[src/rtl/spi_slave_pkg.sv]
// spi_slave_pkg: shared constants and FSM encoding for the SPI slave and its master.
// Latency: n/a (declarations only).
// Backpressure: n/a.
package spi_slave_pkg;

  // Default ID bytes that open a write or a read frame.
  localparam logic [7:0] SLAVE_IDW_DEFAULT = 8'hFF;
  localparam logic [7:0] SLAVE_IDR_DEFAULT = 8'h00;

  // One frame is ID byte + address byte + data byte.
  localparam int FRAME_BITS = 24;

  typedef enum logic [2:0] {
    ST_IDLE = 3'd0,
    ST_ID   = 3'd1,
    ST_ADDR = 3'd2,
    ST_DATA = 3'd3,
    ST_SKIP = 3'd4
  } state_e;

endpackage

[src/rtl/spi_sync.sv]
// spi_sync: 2-flop synchronizer plus edge detector for one asynchronous SPI pin.
// Latency: level 2 clocks after the pin; rise/fall pulse valid in the same cycle as the new level.
// Backpressure: none. Ports: clock_i, reset_i (sync, active-high), pin_i -> level_o, rise_o, fall_o.
module spi_sync
  import spi_slave_pkg::*;
#(
  parameter logic RST_VAL = 1'b0
) (
  input  logic clock_i,
  input  logic reset_i,
  input  logic pin_i,
  output logic level_o,
  output logic rise_o,
  output logic fall_o
);

  logic meta_q;
  logic sync_q;
  logic prev_q;

  always_ff @(posedge clock_i) begin
    if (reset_i) begin
      meta_q <= RST_VAL;
      sync_q <= RST_VAL;
      prev_q <= RST_VAL;
    end else begin
      meta_q <= pin_i;
      sync_q <= meta_q;
      prev_q <= sync_q;
    end
  end

  assign level_o = sync_q;
  assign rise_o  = sync_q & ~prev_q;
  assign fall_o  = ~sync_q & prev_q;

endmodule

[src/rtl/spi_slave.sv]
// spi_slave: SPI mode-0 slave with a small 8-bit register file (24-bit ID/addr/data frames).
// Latency: pin edge acted on 3 clocks later; wr_strobe/rd_strobe 1 clock after the 24th rise event.
// Backpressure: none; master paces the link. Ports: clock, reset, sclk/ss/mosi/miso, host_addr/host_rdata,
//   wr_strobe/wr_addr/wr_data, rd_strobe, frame_err.
module spi_slave
  import spi_slave_pkg::*;
#(
  parameter logic [7:0] SLAVE_IDW = SLAVE_IDW_DEFAULT,
  parameter logic [7:0] SLAVE_IDR = SLAVE_IDR_DEFAULT,
  parameter int         REG_DEPTH = 16
) (
  input  logic       clock,
  input  logic       reset,
  input  logic       sclk,
  input  logic       ss,
  input  logic       mosi,
  output logic       miso,
  input  logic [7:0] host_addr,
  output logic [7:0] host_rdata,
  output logic       wr_strobe,
  output logic [7:0] wr_addr,
  output logic [7:0] wr_data,
  output logic       rd_strobe,
  output logic       frame_err
);

  localparam int         IW     = (REG_DEPTH > 1) ? $clog2(REG_DEPTH) : 1;
  localparam logic [8:0] DEPTH9 = 9'(REG_DEPTH);

  // Range check uses the full 8-bit address; indexing uses only the low IW bits.
  function automatic logic in_range(input logic [7:0] a);
    return ({1'b0, a} < DEPTH9);
  endfunction

  logic sclk_rise, sclk_fall, ss_lvl, ss_fall, mosi_lvl;
  logic sclk_lvl_unused, ss_rise_unused, mosi_rise_unused, mosi_fall_unused;

  spi_sync #(.RST_VAL(1'b0)) u_sync_sclk (
    .clock_i(clock), .reset_i(reset), .pin_i(sclk),
    .level_o(sclk_lvl_unused), .rise_o(sclk_rise), .fall_o(sclk_fall)
  );
  spi_sync #(.RST_VAL(1'b1)) u_sync_ss (
    .clock_i(clock), .reset_i(reset), .pin_i(ss),
    .level_o(ss_lvl), .rise_o(ss_rise_unused), .fall_o(ss_fall)
  );
  spi_sync #(.RST_VAL(1'b0)) u_sync_mosi (
    .clock_i(clock), .reset_i(reset), .pin_i(mosi),
    .level_o(mosi_lvl), .rise_o(mosi_rise_unused), .fall_o(mosi_fall_unused)
  );

  state_e     state_q;
  logic [2:0] bit_cnt_q;
  logic       rw_q;
  logic       done_q;
  logic [1:0] settle_q;
  logic       armed_q;
  logic [6:0] shift_q;
  logic [7:0] shift_d;
  logic [6:0] tx_q;
  logic [7:0] rd_byte;
  logic [7:0] addr_q;
  logic       miso_q, wr_strobe_q, rd_strobe_q, frame_err_q;
  logic [7:0] wr_addr_q, wr_data_q, host_rdata_q;
  logic [7:0] regs_q [REG_DEPTH];

  // Byte as it will stand once the current mosi sample is shifted in.
  assign shift_d = {shift_q, mosi_lvl};
  // Read data for the address byte completing right now.
  assign rd_byte = in_range(shift_d) ? regs_q[shift_d[IW-1:0]] : 8'h00;

  always_ff @(posedge clock) begin
    if (reset) begin
      state_q      <= ST_IDLE;
      bit_cnt_q    <= '0;
      rw_q         <= 1'b0;
      done_q       <= 1'b0;
      settle_q     <= '0;
      armed_q      <= 1'b0;
      shift_q      <= '0;
      tx_q         <= '0;
      addr_q       <= '0;
      miso_q       <= 1'b0;
      wr_strobe_q  <= 1'b0;
      rd_strobe_q  <= 1'b0;
      frame_err_q  <= 1'b0;
      wr_addr_q    <= '0;
      wr_data_q    <= '0;
      host_rdata_q <= '0;
      for (int i = 0; i < REG_DEPTH; i++) regs_q[i] <= 8'h00;
    end else begin
      wr_strobe_q <= 1'b0;
      rd_strobe_q <= 1'b0;
      frame_err_q <= 1'b0;

      // The ss synchronizer resets to 1, so its first few cycles are not the pin.
      // Only a real ss-high observation afterwards arms frame detection, which
      // keeps a frame interrupted by reset from being picked up halfway.
      if (settle_q != 2'd3) settle_q <= settle_q + 2'd1;
      else if (ss_lvl)      armed_q  <= 1'b1;

      host_rdata_q <= in_range(host_addr) ? regs_q[host_addr[IW-1:0]] : 8'h00;

      if (state_q != ST_IDLE && ss_lvl) begin
        if (state_q == ST_ID || state_q == ST_ADDR || (state_q == ST_DATA && !done_q))
          frame_err_q <= 1'b1;
        state_q   <= ST_IDLE;
        bit_cnt_q <= '0;
        done_q    <= 1'b0;
        miso_q    <= 1'b0;
      end else begin
        case (state_q)
          ST_IDLE: begin
            if (armed_q && ss_fall) begin
              state_q   <= ST_ID;
              bit_cnt_q <= '0;
              done_q    <= 1'b0;
              rw_q      <= 1'b0;
            end
          end
          ST_ID: begin
            if (sclk_rise) begin
              shift_q   <= shift_d[6:0];
              bit_cnt_q <= bit_cnt_q + 3'd1;
              if (bit_cnt_q == 3'd7) begin
                bit_cnt_q <= '0;
                if (shift_d == SLAVE_IDW) begin
                  rw_q    <= 1'b1;
                  state_q <= ST_ADDR;
                end else if (shift_d == SLAVE_IDR) begin
                  rw_q    <= 1'b0;
                  state_q <= ST_ADDR;
                end else begin
                  state_q     <= ST_SKIP;
                  frame_err_q <= 1'b1;
                end
              end
            end
          end
          ST_ADDR: begin
            if (sclk_rise) begin
              shift_q   <= shift_d[6:0];
              bit_cnt_q <= bit_cnt_q + 3'd1;
              if (bit_cnt_q == 3'd7) begin
                bit_cnt_q <= '0;
                addr_q    <= shift_d;
                state_q   <= ST_DATA;
                // Bit 7 must already be on miso before the master's first data rise.
                if (!rw_q) begin
                  tx_q   <= rd_byte[6:0];
                  miso_q <= rd_byte[7];
                end
              end
            end
          end
          ST_DATA: begin
            if (!done_q) begin
              if (sclk_rise) begin
                shift_q   <= shift_d[6:0];
                bit_cnt_q <= bit_cnt_q + 3'd1;
                if (bit_cnt_q == 3'd7) begin
                  done_q <= 1'b1;
                  if (rw_q) begin
                    if (in_range(addr_q)) regs_q[addr_q[IW-1:0]] <= shift_d;
                    wr_strobe_q <= 1'b1;
                    wr_addr_q   <= addr_q;
                    wr_data_q   <= shift_d;
                  end else begin
                    rd_strobe_q <= 1'b1;
                  end
                end
              end else if (sclk_fall && !rw_q && bit_cnt_q != 3'd0) begin
                // The fall right after the address byte is skipped: bit 7 is
                // still being presented for the first data rise.
                tx_q   <= {tx_q[5:0], 1'b0};
                miso_q <= tx_q[6];
              end
            end
          end
          ST_SKIP: begin
          end
          default: state_q <= ST_IDLE;
        endcase
      end
    end
  end

  assign miso       = miso_q;
  assign wr_strobe  = wr_strobe_q;
  assign wr_addr    = wr_addr_q;
  assign wr_data    = wr_data_q;
  assign rd_strobe  = rd_strobe_q;
  assign frame_err  = frame_err_q;
  assign host_rdata = host_rdata_q;

endmodule

[config.mk]
export PLATFORM = sky130hd
export DESIGN_NAME = spi_slave
export DESIGN_NICKNAME = d
export VERILOG_FILES = /design/src/rtl/spi_slave_pkg.sv /design/src/rtl/spi_sync.sv /design/src/rtl/spi_slave.sv
export SDC_FILE = /design/constraint.sdc
export NUM_CORES = 1
export LEC_CHECK = 0
export BUFFER_PORTS_ARGS = -buffer_cell sky130_fd_sc_hd__buf_2
export CAP_MARGIN = 20
export CORE_MARGIN = 2
export CORE_UTILIZATION = 50
export CTS_CLUSTER_SIZE = 24
export DETAILED_ROUTE_END_ITERATION = 12
export PLACE_DENSITY = 0.67
export SKIP_LAST_GASP = 1
export SLEW_MARGIN = 20
export SYNTH_ARGS = -nofsm -noshare
export SYNTH_HDL_FRONTEND = slang
export SYNTH_SLANG_ARGS = --single-unit
[constraint.sdc]
create_clock -name clock -period 6.45 [get_ports clock]
set_clock_uncertainty 0.05 [all_clocks]
set_input_delay 0.645 -clock clock [delete_from_list [all_inputs] [get_ports clock]]
set_output_delay 0.645 -clock clock [all_outputs]
set_load 0.1 [all_outputs]
# Yosys cells after proc, flatten, opt, wreduce, memory -nomap -nowiden
# Memory sizes are Yosys's and may differ from the RTL's. A register that Yosys moved wholly into a read port is not among the register bits.
# Index checks and enable logic that the tools add are counted.
# word_totals
ff_bits,61
latchBits,0
ramBits,128
romBits,0
input_bits,13
output_inout_bits,28
mem_count,1
# op_classes
add_sub_neg,2
mul,0
div,0
n_lt_le_gt_ge,3
eq_ne,19
shift,0
n_mux,65
bitwise_logic,14
reduce_logical,34
# mem_list
memory,depth,width,rd,rd_ports_with_merged_regs,wr,line_no,text
regs_q,16,8,2,1,16,spi_slave.sv:64,logic [7:0] regs_q [REG_DEPTH];
# ops
op,count
$mux W7,8
$mux W3,12
$mux W1,35
$pmux W7 S2,2
$lt A8 B5 Y1 const B,3
$reduce_and A6 Y1,3
$mux W8,2
$ne A2 B2 Y1 const B,8
$pmux W3 S4,1
$not A1 Y1,11
$pmux W3 S3,1
$reduce_bool A3 Y1,3
$eq A8 B8 Y1 const B,1
$logic_not A8 Y1,1
$ne A2 B1 Y1 const B,4
$reduce_and A8 Y1,1
$reduce_bool A2 Y1,4
$reduce_or A2 Y1,4
$reduce_or A8 Y1,1
$reduce_and A7 Y1,1
$eq A3 B2 Y1 const B,2
$eq A3 B3 Y1 const B,2
$pmux W1 S2,3
$reduce_or A6 Y1,1
14 further kinds,23

# Depth between registers and ports, before layout
# Gate-level depths: netlist of the first run.
# logic_depth
word_depth,12
depth_mapped,10
depth_no_buf,7

# Cells and area by module
# From an unflattened synthesis of the first run, not the netlist that was laid out.
# unflattened
hier_cells,765
area_unflattened_um2,9512.9
# by_module_without_submodules
mod,instances,cells_each,area_each_um2,seq_area_each_um2
spi_slave,1,741,9237.6,5064.9
spi_sync (u_sync_mosi ...),2,8,91.3,60.1
spi_sync (u_sync_ss),1,8,92.6,60.1

# Least setup slack after synthesis of the first run
# No wires, ideal clock.
# synth_timing
kind,reg2reg
start,reg bit_cnt_q[0]
end,"mem regs_q[5][0], enable pin"
arrival_ns,2.185
t_required_ns,6.074
slack_ns,3.889
path_stages_with_launch,8
n_path_buf,1
period_less_slack_ns,2.561
cell_sequence,dfxtp_1 ha_1 ha_1 nand4b_1 or4_1 buf_2 nor4_1 a21o_1
# synth_lines
element,line_no,text
"start, declared",spi_slave.sv:52,logic [2:0] bit_cnt_q;
"start signal, assigned",spi_slave.sv:123,bit_cnt_q <= bit_cnt_q + 3'd1;
"start signal, assigned",spi_slave.sv:142,bit_cnt_q <= bit_cnt_q + 3'd1;
"start signal, assigned",spi_slave.sv:159,bit_cnt_q <= bit_cnt_q + 3'd1;
"end, declared",spi_slave.sv:64,

==> results of run 1 <==
## placed cells by master (no fill, tap or decap), drive strengths merged, types with 5 or more instances in the layout
cell type	n
clkbuf	19
a21oi	9
mux2i	57
clkinv	6
nor3	13
nor4	6
dfxtp	69
a211oi	24
nand2	26
nor2	189
a221oi	12
edfxtp	128
nand2b	12
mux4	59
a21o	9
nand3b	5
a31o	8
buf	45
nor2b	19
inv	14
## per-stage QoR
step,power (mW),area (sq um),worst slack [ns]
3_5_place_dp,1.56,9670,3.30
3_3_place_gp,1.56,9670,3.36
2_1_floorplan,1.52,9400,3.89
5_1_grt,2.66,10300,3.02
4_1_cts,2.60,10300,3.25
6_report,2.60,10300,3.21
## sequential cells by signal, indices dropped and copies added, names as in the netlist, 2 cells and up
name,count
wr_data,8
addr_q,8
tx_q,7
state_q,3
wr_addr,8
shift_q,7
bit_cnt_q,3
regs_q,128
host_rdata,8
settle_q,2
## routing by layer
layer	global-route usage	up-vias
li1	-	2799
met1	0.357	3230
met2	0.392	385
met3	0.0696	54
met4	0.113	0
met5	0	-
## cells by family after synthesis
group | Yosys count | share of synthesized area
adders and majority gates | 5 | 0.00639
and+or+nand+nor | 293 | 0.143
xor gates and xnor gates | 1 | 0.000932
muxes | 118 | 0.204
DFF | 197 | 0.556
buffers and inverters | 70 | 0.0318
AOI/OAI and AO/OA | 72 | 0.0575
## worst max-delay path by stage
stage / startpoint / endpoint / slack [ns]
after floorplan: bit_cnt_q[0]$_SDFFE_PP0P_ / regs_q[5][0]$_SDFFCE_PN0P_ / 3.89
after global routing: bit_cnt_q[0]$_SDFFE_PP0P_ / regs_q[5][2]$_SDFFCE_PN0P_ / 3.02
after detailed placement: bit_cnt_q[0]$_SDFFE_PP0P_ / regs_q[5][4]$_SDFFCE_PN0P_ / 3.30
after global placement: bit_cnt_q[0]$_SDFFE_PP0P_ / regs_q[7][1]$_SDFFCE_PN0P_ / 3.36
after CTS: bit_cnt_q[0]$_SDFFE_PP0P_ / regs_q[5][6]$_SDFFCE_PN0P_ / 3.25
final: bit_cnt_q[0]$_SDFFE_PP0P_ / regs_q[5][6]$_SDFFCE_PN0P_ / 3.21
## layout make-up
cell class              instances  share of cell area
well taps                     234              0.0285
flip-flops and latches        197               0.509
multi-input cells             489               0.379
repair buffers                 45              0.0231
clock buffers                  19              0.0452
inverters                       7             0.00256
clock inverters                13              0.0124
## power by group through the flow
stage          clock network, mW  logic [mW]  registers (mW)
2_1_floorplan                  0       0.103            1.41
3_3_place_gp                   0       0.136            1.42
3_5_place_dp                   0       0.139            1.43
4_1_cts                     1.06       0.140            1.40
5_1_grt                     1.11       0.149            1.40
6_report                    1.06       0.141            1.40
==> results_dict.tcl, run 1 <==
set metrics [dict create \
    initial_utilization 0.506 \
    clock_path_buffers 2 \
    path_delay_family "simple AND/OR/NAND/NOR gates" \
    wl_met1_mm 10.2 \
    hold_viol 0 \
    critical_path_required_ns 6.52 \
    seqPwrFrac 0.538 \
    yosys_warnings 0 \
    die_w_microns 141 \
    row_count 50 \
    slew_headroom 0.277 \
    crit_top_cell "ha_1" \
    crit_chain "ha_1 -> ha_1 -> nand4b_1 -> or4_1 -> nor4_1 -> a21o_1" \
    layout-drive-gt1-share 0.217 \
    grt_usage 0.260 \
    clk-insertion-delay-late_ns 0.45 \
    worst-path-stages 6 \
    power_density_mw_per_mm2 253 \
    num_vias 6468 \
    grt_overflow 0 \
    r2r_start "bit_cnt_q[0]$_SDFFE_PP0P_" \
    core_sq_mm 0.0186 \
    wl_per_cell_microns 25.0 \
    holdCritStartpoint "ss" \
    swShare 0.239 \
    period_minus_slack_ns 3.24 \
    cts_resized 0 \
    synth_top_cell_by_area "edfxtp_1" \
    drtIter0Drc 917 \
    post-synth-top-count-cell "nor2_1" \
    grt_pass1_vias 6056 \
    clock-sinks 197 \
    crit_type "reg -> reg" \
    routed-wl-met3_mm 2.51 \
    htree_levels 4 \
    ios 41 \
    worstMarginPinSlew_ns 1.08 \
    maxCapViolCount 0 \
    instances_no_fill 1004 \
    r2r.worst_path.cells 6 \
    dr.max_layer_used "met4" \
    synth_top_area_frac 0.409 \
    p_clk_frac 0.408 \
    area_delta_synth_final_pct 9.29 \
    switchingPower_mw 0.622 \
    syn_inst 756 \
    reg2reg_to "regs_q[5][6]$_SDFFCE_PN0P_" \
    synth_common_cells "189 x nor2_1, 128 x edfxtp_1, 69 x dfxtp_1" \
    crit_slowest_cell "nor4_1" \
    multi_input_area_sq_mm 0.00390 \
    finalSetupViolCount 0 \
    cts_buffers 17 \
    gp_congestion 0.913 \
    ctsHoldBuffers 0 \
    cts_tree "built" \
    syn_area_sq_mm 0.00940 \
    crit_buf_inv 0 \
    wl_met2_mm 11.5 \
    synth_area_leaders "edfxtp_1 41%, dfxtp_1 15%, mux4_2 14%" \
    whs_endpoint "u_sync_ss.meta_q$_SDFF_PP1_" \
    ant_nets 0 \
    dr.pass1.iters 5 \
    ys_seq_area_frac 0.556 \
    antenna_found_initial 0 \
    cpPeakStageDelay_ns 0.77 \
    power_frac_comb 0.054 \
    fmax_ghz 0.308 \
    fin_crit_sh 0.503 \
    wirelength_mm 25.1 \
    crit_path_end_kind "register" \
    post-cts-setup-buffer-count 0 \
    ir_drop_uv 209 \
    num_antenna_cells 0 \
    synth_fp_nets 773 \
    synth_enable_flop_cells 128 \
    outcome "finished clean" \
    start_kind "register" \
    port_buffers 40 \
    rsz0062_at_grt "false" \
    cts_root_buf "clkbuf_16" \
    ys_types 46 \
    r2r_setup_slack_ns 3.21 \
    dp_cells 972 \
    syn_avg_cell_area_sq_um 12.4 \
    hold_depth 2 \
    fill_cells 1534 \
    power.static_leakage_nw 3.65 \
    crit_arrival_ns 3.32 \
    synth-seq-cells 197 \
    fin_util 0.553 \
    grt_pass1_wl_mm 37.7 \
    internal-power_mw 1.98 \
    path_clk_slew_ns 0.08 \
    hpwl_mm 17.6 \
    synth-main-ff-cell "edfxtp_1" \
    grt_max_degree 70 \
    async_flop_share 0 \
    slew_violations 0 \
    min-delay-path-class "in -> reg" \
    cp_max_fo 8 \
    nets 774 \
    seq_area_sq_mm 0.00523 \
    avgViaCountPerCell 6.44 \
    post-route-drc-count 0 \
    die_h_microns 141 \
    tns_ns 0 \
    whs_ns 0.326 \
    die-area_sq_mm 0.0199 \
]
Power figures use the tool's default switching activity.
==> inputs of run 2 (changes only) <==
--- a/config.mk
+++ b/config.mk
@@ -5,6 +5,7 @@
 export SDC_FILE = /design/constraint.sdc
 export NUM_CORES = 1
 export LEC_CHECK = 0
+export ABC_AREA = 1
 export BUFFER_PORTS_ARGS = -buffer_cell sky130_fd_sc_hd__buf_2
 export CAP_MARGIN = 20
 export CORE_MARGIN = 2
==> constraint.sdc (replaced) <==
create_clock -name clock -period 3 [get_ports clock]
set_clock_uncertainty 0.05 [all_clocks]
set_input_delay 0.3 -clock clock [delete_from_list [all_inputs] [get_ports clock]]
set_output_delay 0.3 -clock clock [all_outputs]
set_load 0.1 [all_outputs]
==> results_dict.tcl, run 2 <==
set metrics [dict create \
    cts_root_buf "clkbuf_16" \
    nets 1377 \
    syn_avg_cell_area_sq_um 7.68 \
    grt_usage 0.277 \
    ant_nets 0 \
    post-route-drc-count 0 \
    holdCritStartpoint "host_addr[3]" \
    async_flop_share 0 \
    met2_usage 0.446 \
    synth_enable_flop_cells 128 \
    synth_top_cell_by_area "edfxtp_1" \
    cts_buffers 17 \
    num_antenna_cells 0 \
    period_minus_slack_ns 2.52 \
    hold_depth 2 \
    ys_seq_area_frac 0.505 \
    antenna_found_initial 0 \
    syn_inst 1347 \
    r2r.worst_path.cells 7 \
    grt_pass1_vias 8368 \
    outcome "finished clean" \
    cp_max_fo 12 \
    syn_area_sq_mm 0.0103 \
    die_h_microns 148 \
    power.static_leakage_nw 4.92 \
    rsz0062_at_grt "false" \
    grt_use_met3 0.0491 \
    gp_congestion 0.902 \
    initial_utilization 0.510 \
    die_w_microns 148 \
    finalSetupViolCount 0 \
    maxCapViolCount 0 \
    synth_fp_nets 1364 \
    min-delay-path-class "in -> reg" \
    grt_pass1_wl_mm 46.3 \
    whs_endpoint "host_rdata[6]$_SDFF_PP0_" \
    slew_headroom 0.394 \
    synth_top_area_frac 0.371 \
    path_clk_slew_ns 0.08 \
    wirelength_mm 29.1 \
    grt_max_degree 76 \
    dr.pass1.iters 5 \
    r2r_setup_slack_ns 0.48 \
    layout_commonest_cell "nand2_1" \
    clock_path_buffers 2 \
    synthAdderAreaFrac 0.00484 \
    ir_drop_uv 415 \
    grt_use_met1 0.380 \
    htree_levels 4 \
    synth_top_family_by_area "simple AND/OR/NAND/NOR gates" \
    start_kind "register" \
    tns_ns 0 \
    avgViaCountPerCell 5.46 \
    reg2reg_to "regs_q[8][7]$_SDFFCE_PN0P_" \
    crit_path_end_kind "register" \
    crit_type "reg -> reg" \
    hold_viol 0 \
    ios 41 \
    layout-drive-gt1-share 0.0925 \
    largest_reg_flops 128 \
    port_buffers 40 \
    core_sq_mm 0.0203 \
    r2r_start "state_q[0]$_SDFFE_PP0P_" \
    row_count 52 \
    fin_crit_sh 0.842 \
    synthSimpleGateAreaFrac 0.275 \
    die-area_sq_mm 0.0219 \
    worstMarginPinSlew_ns 0.904 \
    power_density_mw_per_mm2 561 \
    grt_overflow 0 \
    synth_compound_gate_area_share 0.114 \
    crit_arrival_ns 2.59 \
    fmax_ghz 0.396 \
    ys_types 34 \
    drtIter0Drc 1076 \
    wl_per_cell_microns 17.7 \
    max_flop_register "regs_q" \
    post-synth-top-count-cell "nand2_1" \
    synth-seq-cells 197 \
    synth-main-ff-cell "edfxtp_1" \
    synth_common_cells "314 x nand2_1, 216 x nor2_1, 189 x inv_1" \
    mostFrequentLayoutCells "314 x nand2_1, 216 x nor2_1, 187 x inv_1" \
    clk-insertion-delay-late_ns 0.45 \
    synth-xor-area-share 0.000846 \
    busiest_layer "met2" \
    clock-sinks 197 \
    yosys_warnings 0 \
    critical_path_required_ns 3.07 \
    synth_area_leaders "edfxtp_1 37%, dfxtp_1 13%, nand2_1 11%" \
    area_delta_synth_final_pct 10.8 \
    num_vias 8972 \
    fin_util 0.565 \
    synth_mux_area_frac 0 \
    slew_violations 0 \
    post-cts-setup-buffer-count 0 \
    hpwl_mm 19.8 \
    cts_tree "built" \
]
[run 2: cell count changes in the layout (fill, tap and decap cells not counted), moves of 59 or more]
cell     delta
a21oi_1    +96
o21ai_0    +92
inv_1     +180
mux4_2     -59
nand2_1   +296
nand3_1    +75
[run 2: per-stage QoR]
stage	hold WS (ns)	total power [mW]	std cells	instance area, sq um	worst slack, ns
detailed placement	0.346	4.14	1609	10900	0.501
CTS	0.0193	6.42	1643	11500	0.475
global route	0.0385	6.67	1643	11500	0.302
floorplan	0.338	3.82	1347	10300	0.956
global placement	0.345	4.13	1609	10900	0.580
finish	0.0334	6.43	1643	11500	0.475
[run 2: how the worst max path moves through the flow]
stage / from / endpoint / depth (start not counted)
detailed placement: state_q[0]$_SDFFE_PP0P_ / regs_q[4][0]$_SDFFCE_PN0P_ / 7
global placement: state_q[0]$_SDFFE_PP0P_ / regs_q[4][2]$_SDFFCE_PN0P_ / 7
global route: state_q[0]$_SDFFE_PP0P_ / regs_q[4][4]$_SDFFCE_PN0P_ / 7
floorplan: bit_cnt_q[0]$_SDFFE_PP0P_ / regs_q[0][0]$_SDFFCE_PN0P_ / 9
finish: state_q[0]$_SDFFE_PP0P_ / regs_q[8][7]$_SDFFCE_PN0P_ / 7
CTS: state_q[0]$_SDFFE_PP0P_ / regs_q[4][0]$_SDFFCE_PN0P_ / 7
[run 2: cell families after synthesis]
group | after synthesis
and+or+nand+nor | 648
buffers and inverters | 270
AOI/OAI and AO/OA | 227
DFF | 197
adders and majority gates | 4
xor gates and xnor gates | 1
[run 2: area by class of cell]
cell class,instances,area [sq um]
clock inverter,15,164
tap,270,338
inverter,198,743
fill,1923,8840
sequential,197,5230
multi-input combinational,880,4080
clock buffer,17,425
timing repair buffer,66,490
[run 2: timing repair]
action,4_1_cts,5_1_grt
endpoints found under the setup margin,0,0
hold endpoints to repair,2,0
resized for setup,0,0
hold buffers,2,0
[run 2: power by group]
part           switching [mW]  internal (mW)  total [mW]
combinational           0.719          0.267       0.986
clock                    1.14           1.19        2.32
sequential             0.0895           3.03        3.12
total                    1.94           4.48        6.43
[run 2: routing by layer]
layer	vias up	routed length, microns
li1	4351	-
met1	4156	12300
met2	410	13600
met3	55	2580
met4	0	700
met5	-	0
[run 2: critical path, stage by stage, from the launching register on]
cell and delay, ns:
dfxtp_1 0.45, nand3_2 0.29, nor2_2 0.21, nand3_2 0.15, nor2_8 0.27, buf_12 0.21
nand4_2 0.21, nand2_1 0.35
